==> src/rtl/even_odd_pkg.sv <==
// even_odd_pkg: class encodings, default sizes and pointer-width helper for the even/odd scheduler
package even_odd_pkg;
    localparam logic CLS_EVEN = 1'b0;
    localparam logic CLS_ODD = 1'b1;
    localparam int DEF_DATA_W = 4;
    localparam int DEF_DEPTH = 4;
    localparam int DEF_CNT_W = 8;
    function automatic int clog2(input int v);
        int r;
        r = 0;
        for (int i = 0; i < 31; i++)
            if ((1 << i) < v) r = i + 1;
        return r;
    endfunction
endpackage

==> src/rtl/parity_queue.sv <==
// parity_queue: DATA_W x DEPTH circular FIFO with wrap-bit pointers, no write-to-read bypass
module parity_queue
    import even_odd_pkg::*;
#(
    parameter int DATA_W = DEF_DATA_W,
    parameter int DEPTH = DEF_DEPTH
) (
    input  logic              clk,
    input  logic              rst_n,
    input  logic              push,
    input  logic              pop,
    input  logic [DATA_W-1:0] din,
    output logic [DATA_W-1:0] dout,
    output logic              full,
    output logic              empty
);
    localparam int AW = clog2(DEPTH);
    logic [DATA_W-1:0] mem [DEPTH];
    logic [AW:0] wp, rp;
    assign full = (wp[AW] != rp[AW]) && (wp[AW-1:0] == rp[AW-1:0]);
    assign empty = wp == rp;
    assign dout = mem[rp[AW-1:0]];
    always_ff @(posedge clk or negedge rst_n) begin
        if (!rst_n) begin
            wp <= '0;
            rp <= '0;
        end else begin
            if (push) wp <= wp + 1'b1;
            if (pop) rp <= rp + 1'b1;
        end
    end
    always_ff @(posedge clk) begin
        if (push) mem[wp[AW-1:0]] <= din;
    end
endmodule

==> src/rtl/even_odd_scheduler.sv <==
// even_odd_scheduler: splits samples by LSB into two queues and drains them round-robin
// through a registered output; acceptance counters exist only when EVEN_ODD_STATS_EN is defined
module even_odd_scheduler
    import even_odd_pkg::*;
#(
    parameter int DATA_W = DEF_DATA_W,
    parameter int DEPTH = DEF_DEPTH,
    parameter int CNT_W = DEF_CNT_W
) (
    input  logic              clk,
    input  logic              rst_n,
    input  logic              in_valid,
    output logic              in_ready,
    input  logic [DATA_W-1:0] in_data,
    output logic              out_valid,
    input  logic              out_ready,
    output logic [DATA_W-1:0] out_data,
    output logic              out_odd,
    output logic [CNT_W-1:0]  even_cnt,
    output logic [CNT_W-1:0]  odd_cnt,
    output logic              even_full,
    output logic              odd_full
);
    logic [DATA_W-1:0] e_dout, o_dout;
    logic e_empty, o_empty, push_e, push_o, pop_e, pop_o, load, any, sel, last_grant;
    assign in_ready = ~even_full & ~odd_full;
    assign push_e = in_valid & in_ready & (in_data[0] == CLS_EVEN);
    assign push_o = in_valid & in_ready & (in_data[0] == CLS_ODD);
    assign load = ~out_valid | out_ready;
    assign any = ~e_empty | ~o_empty;
    // on a tie the class not granted last time wins
    assign sel = (~e_empty & ~o_empty) ? ~last_grant : (o_empty ? CLS_EVEN : CLS_ODD);
    assign pop_e = load & any & (sel == CLS_EVEN);
    assign pop_o = load & any & (sel == CLS_ODD);
    parity_queue #(.DATA_W(DATA_W), .DEPTH(DEPTH)) u_even (
        .clk(clk), .rst_n(rst_n), .push(push_e), .pop(pop_e), .din(in_data),
        .dout(e_dout), .full(even_full), .empty(e_empty)
    );
    parity_queue #(.DATA_W(DATA_W), .DEPTH(DEPTH)) u_odd (
        .clk(clk), .rst_n(rst_n), .push(push_o), .pop(pop_o), .din(in_data),
        .dout(o_dout), .full(odd_full), .empty(o_empty)
    );
    always_ff @(posedge clk or negedge rst_n) begin
        if (!rst_n) begin
            out_valid <= 1'b0;
            out_data <= '0;
            out_odd <= 1'b0;
            last_grant <= CLS_ODD;
        end else if (load) begin
            out_valid <= any;
            if (any) begin
                out_data <= sel ? o_dout : e_dout;
                out_odd <= sel;
                last_grant <= sel;
            end
        end
    end
`ifdef EVEN_ODD_STATS_EN
    always_ff @(posedge clk or negedge rst_n) begin
        if (!rst_n) begin
            even_cnt <= '0;
            odd_cnt <= '0;
        end else begin
            if (push_e && even_cnt != '1) even_cnt <= even_cnt + 1'b1;
            if (push_o && odd_cnt != '1) odd_cnt <= odd_cnt + 1'b1;
        end
    end
`else
    assign even_cnt = '0;
    assign odd_cnt = '0;
`endif
endmodule

==> config.mk <==
export PLATFORM = sky130hd
export DESIGN_NAME = even_odd_scheduler
export DESIGN_NICKNAME = d
export VERILOG_FILES = /design/src/rtl/even_odd_pkg.sv /design/src/rtl/parity_queue.sv /design/src/rtl/even_odd_scheduler.sv
export SDC_FILE = /design/constraint.sdc
export NUM_CORES = 1
export LEC_CHECK = 0
export ABC_AREA = 1
export ABC_CLOCK_PERIOD_IN_PS = 4590
export CORE_MARGIN = 1.5
export CORE_UTILIZATION = 45
export DETAILED_ROUTE_END_ITERATION = 12
export GPL_TIMING_DRIVEN = 1
export PLACE_DENSITY = 0.75
export SLEW_MARGIN = 5
export SYNTH_ARGS = -nofsm -noshare
export SYNTH_HDL_FRONTEND = slang
export SYNTH_SLANG_ARGS = --single-unit
==> constraint.sdc <==
create_clock -name clk -period 4.59 [get_ports clk]
set_input_delay 0.459 -clock clk [delete_from_list [all_inputs] [get_ports clk]]
set_output_delay 0.459 -clock clk [all_outputs]
set_load 0.01 [all_outputs]
# Word level (Yosys, flattened, before mapping)
# Memory sizes are Yosys's and may differ from the RTL's.
# Index checks and enable logic that the tools add are counted.
[totals]
reg_bits = 19
mem_bits_rw = 32
input_bits = 8
output_inout_bits = 25
wordCells = 48
mem_count = 2
[memory_table]
columns = ["name", "words", "width", "rd", "rd_clocked_by_memory_dff", "write_ports", "line_no", "rtl"]
rows = [
  ["u_even.mem", 4, 4, 1, 0, 1, "parity_queue.sv:18", "logic [DATA_W-1:0] mem [DEPTH];"],
  ["u_odd.mem", 4, 4, 1, 0, 1, "parity_queue.sv:18", ""],
]
[classes]
n_addsub = 4
eq_ne = 6
mux = 7
bitwise = 18
n_reduce_logical = 3
[op_table]
columns = ["cell", "count"]
rows = [
  ["adder 3 x 1 -> 3 bit (second input constant)", 4],
  ["bitwise AND 1 bit", 8],
  ["NOT 1 bit", 8],
  ["== test 3 bit", 2],
  ["two-way mux 1 bit", 6],
  ["== test 2 bit", 2],
  ["two-way mux 4 bit", 1],
  ["logical AND 1 bit", 2],
  ["inequality test 1 bit", 2],
  ["OR 1 bit", 2],
  ["AND reduction 2 bit", 1],
]

# Logic depth before layout (Yosys ltp)
# Gate-level depths: netlist (run 1).
[depth]
word_depth = 8
ltp_mapped = 10
mapped_depth_nobuf = 10

# By module
# A second synthesis (run 1) with hierarchy kept.
[hier_totals]
hier_cells = 240
area_unflattened_um2 = 2519.9
[modules_own_cells]
columns = ["mod", "n_inst", "cells_per_inst", "area_each_um2", "seq_area_each_um2"]
rows = [
  ["parity_queue", 2, 87, 1004.7, 630.6],
  ["even_odd_scheduler", 1, 66, 510.5, 176.4],
]

# Worst setup path before layout (run 1)
# No wires, ideal clock.
[synth_timing]
path_type = "flip-flop to flip-flop"
startpoint = "register u_odd.rp[0]"
endpoint = "memory u_even.mem[0][0] in the netlist's numbering (enable)"
setup_ps = 329
arrival_ps = 1328
required_time_ps = 4261
slack_ps = 2933
stages_incl_launch_ff = 9
path_buffers = 1
synth_period_minus_slack_ps = 1657
path_cell_list = "dfrtp_1 > buf_4 > nand2_1 > nand2_2 > nand3_1 > nand2_2 > nor2_8 > nand2_4 > nor2_1"
[synth_between]
elab_chain_len = 8
[synth_rtl]
columns = ["item", "line_no", "rtl"]
rows = [
  ["start: declaration", "parity_queue.sv:19", "logic [AW:0] wp, rp;"],
  ["start signal: assignment", "parity_queue.sv:29", "if (pop) rp <= rp + 1'b1;"],
  ["== test 2 bit", "parity_queue.sv:20", "assign full = (wp[AW] != rp[AW]) && (wp[AW-1:0] == rp[AW-1:0]);"],
  ["logical AND 1 bit", "parity_queue.sv:20", ""],
  ["NOT 1 bit", "even_odd_scheduler.sv:26", "assign in_ready = ~even_full & ~odd_full;"],
  ["bitwise AND 1 bit", "even_odd_scheduler.sv:26", ""],
  ["bitwise AND 1 bit (2 in series)", "even_odd_scheduler.sv:27", "assign push_e = in_valid & in_ready & (in_data[0] == CLS_EVEN);"],
  ["two-way mux 1 bit", "parity_queue.sv:33", "if (push) mem[wp[AW-1:0]] <= din;"],
  ["two-way mux 1 bit (implied by the code)", "parity_queue.sv:33", ""],
  ["end: declaration", "parity_queue.sv:18", ""],
]
# No other way between the ends.

# Final worst setup path (run 1)
[layout_timing]
startpoint = "register u_odd.rp[0]"
endpoint = "output port in_ready"
[layout_between]
elab_chain_len = 4
[layout_rtl]
columns = ["item", "line_no", "rtl"]
rows = [
  ["== test 2 bit", "parity_queue.sv:20", ""],
  ["logical AND 1 bit", "parity_queue.sv:20", ""],
  ["NOT 1 bit", "even_odd_scheduler.sv:26", ""],
  ["bitwise AND 1 bit", "even_odd_scheduler.sv:26", ""],
  ["end: declaration", "even_odd_scheduler.sv:13", "output logic in_ready,"],
]
# No other way between the ends.

==> run metrics, run 1 <==
GRT Util Overall=0.157; Routed WL=4.42 mm; Fin. Hold Viols=0; most common cell after layout, fill and taps aside=nand2_1; vias=1,698; Die Y=79.3 µm; DP Wirelength=3.33 mm; combinational power share=0.446; utilization after layout=0.514; total CTS buffers=5; grt met3 use=0.0299; vias in the first global route=1,590; Slew @ Worst Pin=891 ps; max-slew violation count=0; post-CTS setup buffer count=0; synthesis warning total=0; Core ar.=5570 µm²; Total Power=1.77 mW; Starting Density=0.470; FP Rows=27; crit start category=flip-flop; vias per cell=4.72; Seq pwr share=0.408; gpl congestion=0.948; DRC viols=0; status=complete, no violations; Power per Cell Area=618 nW/µm²; drt first pass iters=4; H-tree depth=2; Internal Power=1.02 mW; HP Class=flip-flop to flip-flop; Post-Place Worst Slack=2360 ps; die area=6290 µm²; relative slew slack=0.404; Clock Skew=5.92 ps; P_sw=0.751 mW; # placed instances=352; first-pass GRT wire length=7.38 mm; post-route minimum period=2570 ps; Cells after Synth=268; Worst Reg-to-Reg Cells=8; GR Overflow Total=0; Post-Syn Area=2620 µm²; die width=79.3 µm; Clk network pwr share=0.146; type of the worst setup path=flip-flop to primary output; sw frac=0.424; Arr. time, crit path=2110 ps; Post-Layout Cell Count=360; Initial DRC Count=125; CTS tree=built; Distinct cells, synth=24; FF+latch count, synth=51; CP Max Fanout=12; Max Cap Viol=0; Max Clk Rate=389 MHz; post-cts resize count=0; RSZ-0062 raised after global routing=no; Lkg Pwr=1.31 nW; CTS sink count=51; wire per inst=12.3 µm; Final Setup Violations=0; period utilization=0.560; worst vdd ir=0.266 mV; CTS root buf=clkbuf_8; DP Area=2780 µm²; CP Data Required Time=4130 ps; initial antenna violation count=0; Antenna Nets Post-Route=0; CTS clk-pin slew, worst paths=90 ps; IO Pins=33; Clk Latency, worst-skew pair=300 ps; largest net degree at the start of global routing=20; ratio of cells with drive above 1 in the final layout=0.104; clock buffer depth=2; global route hottest layer=met2; most frequent cells in the layout=nand2_1, nor2_1, edfxtp_1; Inserted Diodes=0; final instance area=2870 µm²; IO buf count=16; Area Overhead vs Synth=9.51%; setup TNS=0 ps; met2 track demand over resource=0.240; hold slack=474 ps; hold depth=2; CP endpoint kind=primary output; final layout net count=305; syn avg cell area=9.77 µm²; sequential fraction of the synthesis area=0.549; Setup WS post-layout=2020 ps; met1 global-route usage=0.217; Hold-fix buffers, CTS=0
## flip-flops by register name (all words and copies together), names as in the netlist
name and count:
last_grant 1, u_even.rp 3, u_even.mem 16, u_odd.wp 3, out_data 4, out_odd 1
u_odd.rp 3, u_even.wp 3, u_odd.mem 16, out_valid 1
## cells in the mapped netlist
| master | number | area share |
|---|---|---|
| buf_4 | 18 | 0.052 |
| nor2_1 | 33 | 0.047 |
| nand3_1 | 17 | 0.032 |
| nand3_4 | 2 | 0.013 |
| nand2_1 | 64 | 0.092 |
| o21ai_0 | 16 | 0.031 |
| inv_1 | 27 | 0.039 |
| inv_4 | 1 | 0.0024 |
| nand3_2 | 1 | 0.0038 |
| dfstp_2 | 1 | 0.010 |
| conb_1 | 1 | 0.0014 |
| o22ai_1 | 4 | 0.0096 |
| edfxtp_1 | 32 | 0.37 |
| xnor2_2 | 1 | 0.0062 |
| buf_6 | 1 | 0.0043 |
| clkinv_2 | 1 | 0.0019 |
| nor2_8 | 2 | 0.015 |
| nand2_2 | 8 | 0.019 |
| nand2_4 | 3 | 0.013 |
| nor2_4 | 1 | 0.0043 |
| xor2_1 | 4 | 0.013 |
| dfrtp_1 | 18 | 0.17 |
| ha_1 | 10 | 0.048 |
| inv_2 | 2 | 0.0029 |
## worst max-delay path, stage by stage (launching register included)
cell	delay (ps)
dfrtp_1	560
inv_1	220
nand2_1	130
nand2_2	70
nand3_1	130
nand2_2	110
inv_1	60
clkdlybuf4s50_1	520
## path summary, 6_finish.rpt
path	end	start	slack, ps
min reg2reg	last_grant	last_grant	470
max reg2reg	u_odd.mem[1][2]	u_odd.rp[0]	2460
max in group asynchronous	out_data[2]	rst_n	3390
min	last_grant	last_grant	470
max	in_ready	u_odd.rp[0]	2020
min in group asynchronous	u_even.wp[1]	rst_n	650
## metal layers
| layer | share of wire | wire, µm | up-vias |
|---|---|---|---|
| met5 | 0 | 0 | - |
| met2 | 0.46 | 2010 | 55 |
| met3 | 0.046 | 203 | 10 |
| li1 | - | - | 857 |
| met1 | 0.48 | 2130 | 776 |
| met4 | 0.016 | 69 | 0 |
## power groups by stage
| stage | Clock, mW | Combinational, mW | Sequential (mW) |
|---|---|---|---|
| after floorplan | 0 | 0.636 | 0.690 |
| after global placement | 0 | 0.776 | 0.725 |
| after detailed placement | 0 | 0.799 | 0.730 |
| after CTS | 0.264 | 0.800 | 0.722 |
| after global routing | 0.284 | 0.900 | 0.743 |
| final | 0.259 | 0.791 | 0.723 |
## kinds of logic after synthesis
logic type	after synthesis	share of synthesized area
and+or+nand+nor	131	0.240
DFF	51	0.549
buffers and inverters	50	0.102
AOI/OAI and AO/OA	20	0.0401
adders and majority gates	10	0.0478
xor gates and xnor gates	5	0.0196
other	1	0.00143
## area by class of cell
class | instances | area [µm²]
Timing Repair Buffer | 16 | 160
Fill cell | 500 | 2710
Sequential cell | 51 | 1440
Inverter | 31 | 120
Tap cell | 72 | 90.1
Multi-Input combinational cell | 182 | 971
Clock inverter | 2 | 16.3
Clock buffer | 6 | 72.6
(Power assumes the default switching activity.)
==> run 2, diff against run 1 <==
--- a/config.mk
+++ b/config.mk
@@ -6,12 +6,12 @@
 export NUM_CORES = 1
 export LEC_CHECK = 0
 export ABC_AREA = 1
-export ABC_CLOCK_PERIOD_IN_PS = 4590
+export ABC_CLOCK_PERIOD_IN_PS = 2100
 export CORE_MARGIN = 1.5
 export CORE_UTILIZATION = 45
 export DETAILED_ROUTE_END_ITERATION = 12
 export GPL_TIMING_DRIVEN = 1
-export PLACE_DENSITY = 0.75
+export PLACE_DENSITY = 0.78
 export SLEW_MARGIN = 5
 export SYNTH_ARGS = -nofsm -noshare
 export SYNTH_HDL_FRONTEND = slang
==> constraint.sdc (replaced) <==
create_clock -name clk -period 2.1 [get_ports clk]
set_input_delay 0.21 -clock clk [delete_from_list [all_inputs] [get_ports clk]]
set_output_delay 0.21 -clock clk [all_outputs]
set_load 0.01 [all_outputs]
==> run 2 against run 1 <==
- die area is the same
- routed wire length grew 9.9%
- critical path depth unchanged
- global-route usage grew 1.0 points
- flip-flop and latch count unchanged
- total power is 130% higher
- critical endpoint unchanged
- sequential power rose by 120%
- clock skew is 2.3 ps lower
==> run metrics, run 2 (same netlist as run 1, synthesis figures left out) <==
first-pass GRT wire length=7.75 mm (was 7.38 mm); worst vdd ir=0.497 mV (was 0.266 mV); GRT Util Overall=0.167 (was 0.157); DP Area=2820 µm² (was 2780 µm²); met1 global-route usage=0.209 (was 0.217); Die Y=79.3 µm (unchanged); combinational power share=0.471 (was 0.446); P_sw=1.74 mW (was 0.751 mW); GR Overflow Total=0 (unchanged); Total Power=4.10 mW (was 1.77 mW); CTS root buf=clkbuf_8 (unchanged); ratio of cells with drive above 1 in the final layout=0.161 (was 0.104); Inserted Diodes=0 (unchanged); met2 track demand over resource=0.283 (was 0.240); final instance area=2970 µm² (was 2870 µm²); FP Rows=27 (unchanged); most common cell after layout, fill and taps aside=nand2_1 (unchanged); vias=1,773 (was 1,698); period utilization=0.964; CP Data Required Time=1890 ps (was 4130 ps); Power per Cell Area=1380 nW/µm² (was 618 nW/µm²); drt first pass iters=6 (was 4); Max Clk Rate=494 MHz; Routed WL=4.86 mm (was 4.42 mm); Initial DRC Count=171 (was 125); Max Cap Viol=0 (unchanged); CP endpoint kind=primary output (unchanged); CTS tree=built (unchanged); vias per cell=4.79 (was 4.72); Fin. Hold Viols=0 (unchanged); utilization after layout=0.533 (was 0.514); HP Class=primary input to async pin (was flip-flop to flip-flop); type of the worst setup path=flip-flop to primary output (unchanged); H-tree depth=2 (unchanged); Area Overhead vs Synth=13.5% (was 9.51%); worst r2r src=u_even.wp[0] (was u_odd.rp[0]); Clk Latency, worst-skew pair=310 ps (was 300 ps); Hold-fix buffers, CTS=0 (unchanged); IO Pins=33 (unchanged); setup TNS=0 ps (unchanged); status=complete, no violations (unchanged); post-route minimum period=2020 ps; DP Wirelength=3.56 mm (was 3.33 mm); Seq pwr share=0.383 (was 0.408); Worst Reg-to-Reg Cells=9 (was 8); grt met3 use=0.0345 (was 0.0299); # placed instances=357 (was 352); Post-Layout Cell Count=370 (was 360); initial antenna violation count=0 (unchanged); CP Max Fanout=5 (was 12); total CTS buffers=5 (unchanged); vias in the first global route=1,655 (was 1,590); reg2reg end=u_even.mem[3][2] (was u_odd.mem[1][2]); final layout net count=315 (was 305); clock buffer depth=2 (unchanged); FF-to-FF setup slack=130 ps (was 2460 ps); CTS sink count=51 (unchanged); most frequent cells in the layout=nand2_1, nor2_1, edfxtp_1 (unchanged); die area=6290 µm² (unchanged); Lkg Pwr=1.37 nW (was 1.31 nW); Clock Skew=3.61 ps (was 5.92 ps); crit start category=flip-flop (unchanged); Antenna Nets Post-Route=0 (unchanged); gpl congestion=0.872 (was 0.948); Internal Power=2.36 mW (was 1.02 mW); die width=79.3 µm (unchanged); Starting Density=0.470 (unchanged); IO buf count=16 (unchanged); DRC viols=0 (unchanged); global route hottest layer=met2 (unchanged); Core ar.=5570 µm² (unchanged); Arr. time, crit path=1810 ps (was 2110 ps); largest net degree at the start of global routing=20 (unchanged); CTS clk-pin slew, worst paths=100 ps (was 90 ps); max-slew violation count=0 (unchanged); Clk network pwr share=0.146 (about the same); wire per inst=13.1 µm (was 12.3 µm); Final Setup Violations=0 (unchanged); sw frac=0.424 (about the same)
-- run 2: changes by cell type in the layout (fill, tap and decap cells not counted) --
cell / delta
inv_8: +1
clkbuf_1: -1
dfrtp_2: +5
clkdlybuf4s50_1: -1
inv_4: +1
buf_4: +10
inv_2: +1
inv_1: -2
xnor2_2: -1
xnor2_4: +1
dlymetal6s2s_1: +1
dfrtp_1: -5
-- run 2: worst max path at each step --
stage                      start               end  slack (ps)  depth (start not counted)
floorplan            u_odd.rp[0]  u_even.mem[0][0]         440                          8
global placement    u_even.rp[0]   u_odd.mem[2][1]         250                          8
detailed placement  u_even.rp[0]  u_even.mem[0][3]         120                          8
CTS                  u_odd.wp[0]          odd_full           8                          6
global route         u_odd.wp[2]          in_ready        -0.6                          8
finish              u_even.wp[0]          in_ready          80                          7
-- run 2: power by group through the flow --
stage	clock network, mW	logic [mW]	registers [mW]
floorplan	0	1.39	1.51
detailed placement	0	1.81	1.57
global placement	0	1.77	1.56
global route	0.646	2.17	1.60
CTS	0.610	1.85	1.57
finish	0.598	1.93	1.57
-- run 2: area by class of cell --
class | instances | area (µm²)
Fill cell | 493 | 2600
Sequential cell | 51 | 1440
Multi-Input combinational cell | 182 | 982
Timing Repair Buffer | 26 | 238
Inverter | 31 | 123
Tap cell | 72 | 90.1
Clock buffer | 5 | 68.8
Clock inverter | 3 | 27.5
-- run 2: critical path, stage by stage, from the launching register on --
cell and delay [ps]:
dfrtp_1 480, inv_1 140, nand2_1 100, nand2_2 80
nand3_2 90, nand2_2 50, inv_1 50, clkdlybuf4s50_1 520
-- run 2: through the flow --
stage	hold WS [ps]	setup slack, ps
2_1_floorplan	-85.6	443
3_3_place_gp	456	250
3_5_place_dp	466	124
4_1_cts	227	7.63
5_1_grt	286	-0.602
6_report	225	75.1
-- run 2: repair_timing --
item / CTS / global route
pin swaps: 1 / 0
gates resized for setup: 6 / 4
gates cloned: 0 / 0
buffers inserted: 1 / 4
endpoints found under the setup margin: 2 / 15
-- run 2: layer usage --
metal  up-vias  routed length [µm]
li1        884                   -
met1       807                2140
met2        69                2380
met3        13                 250
met4         0                  84
met5         -                   0
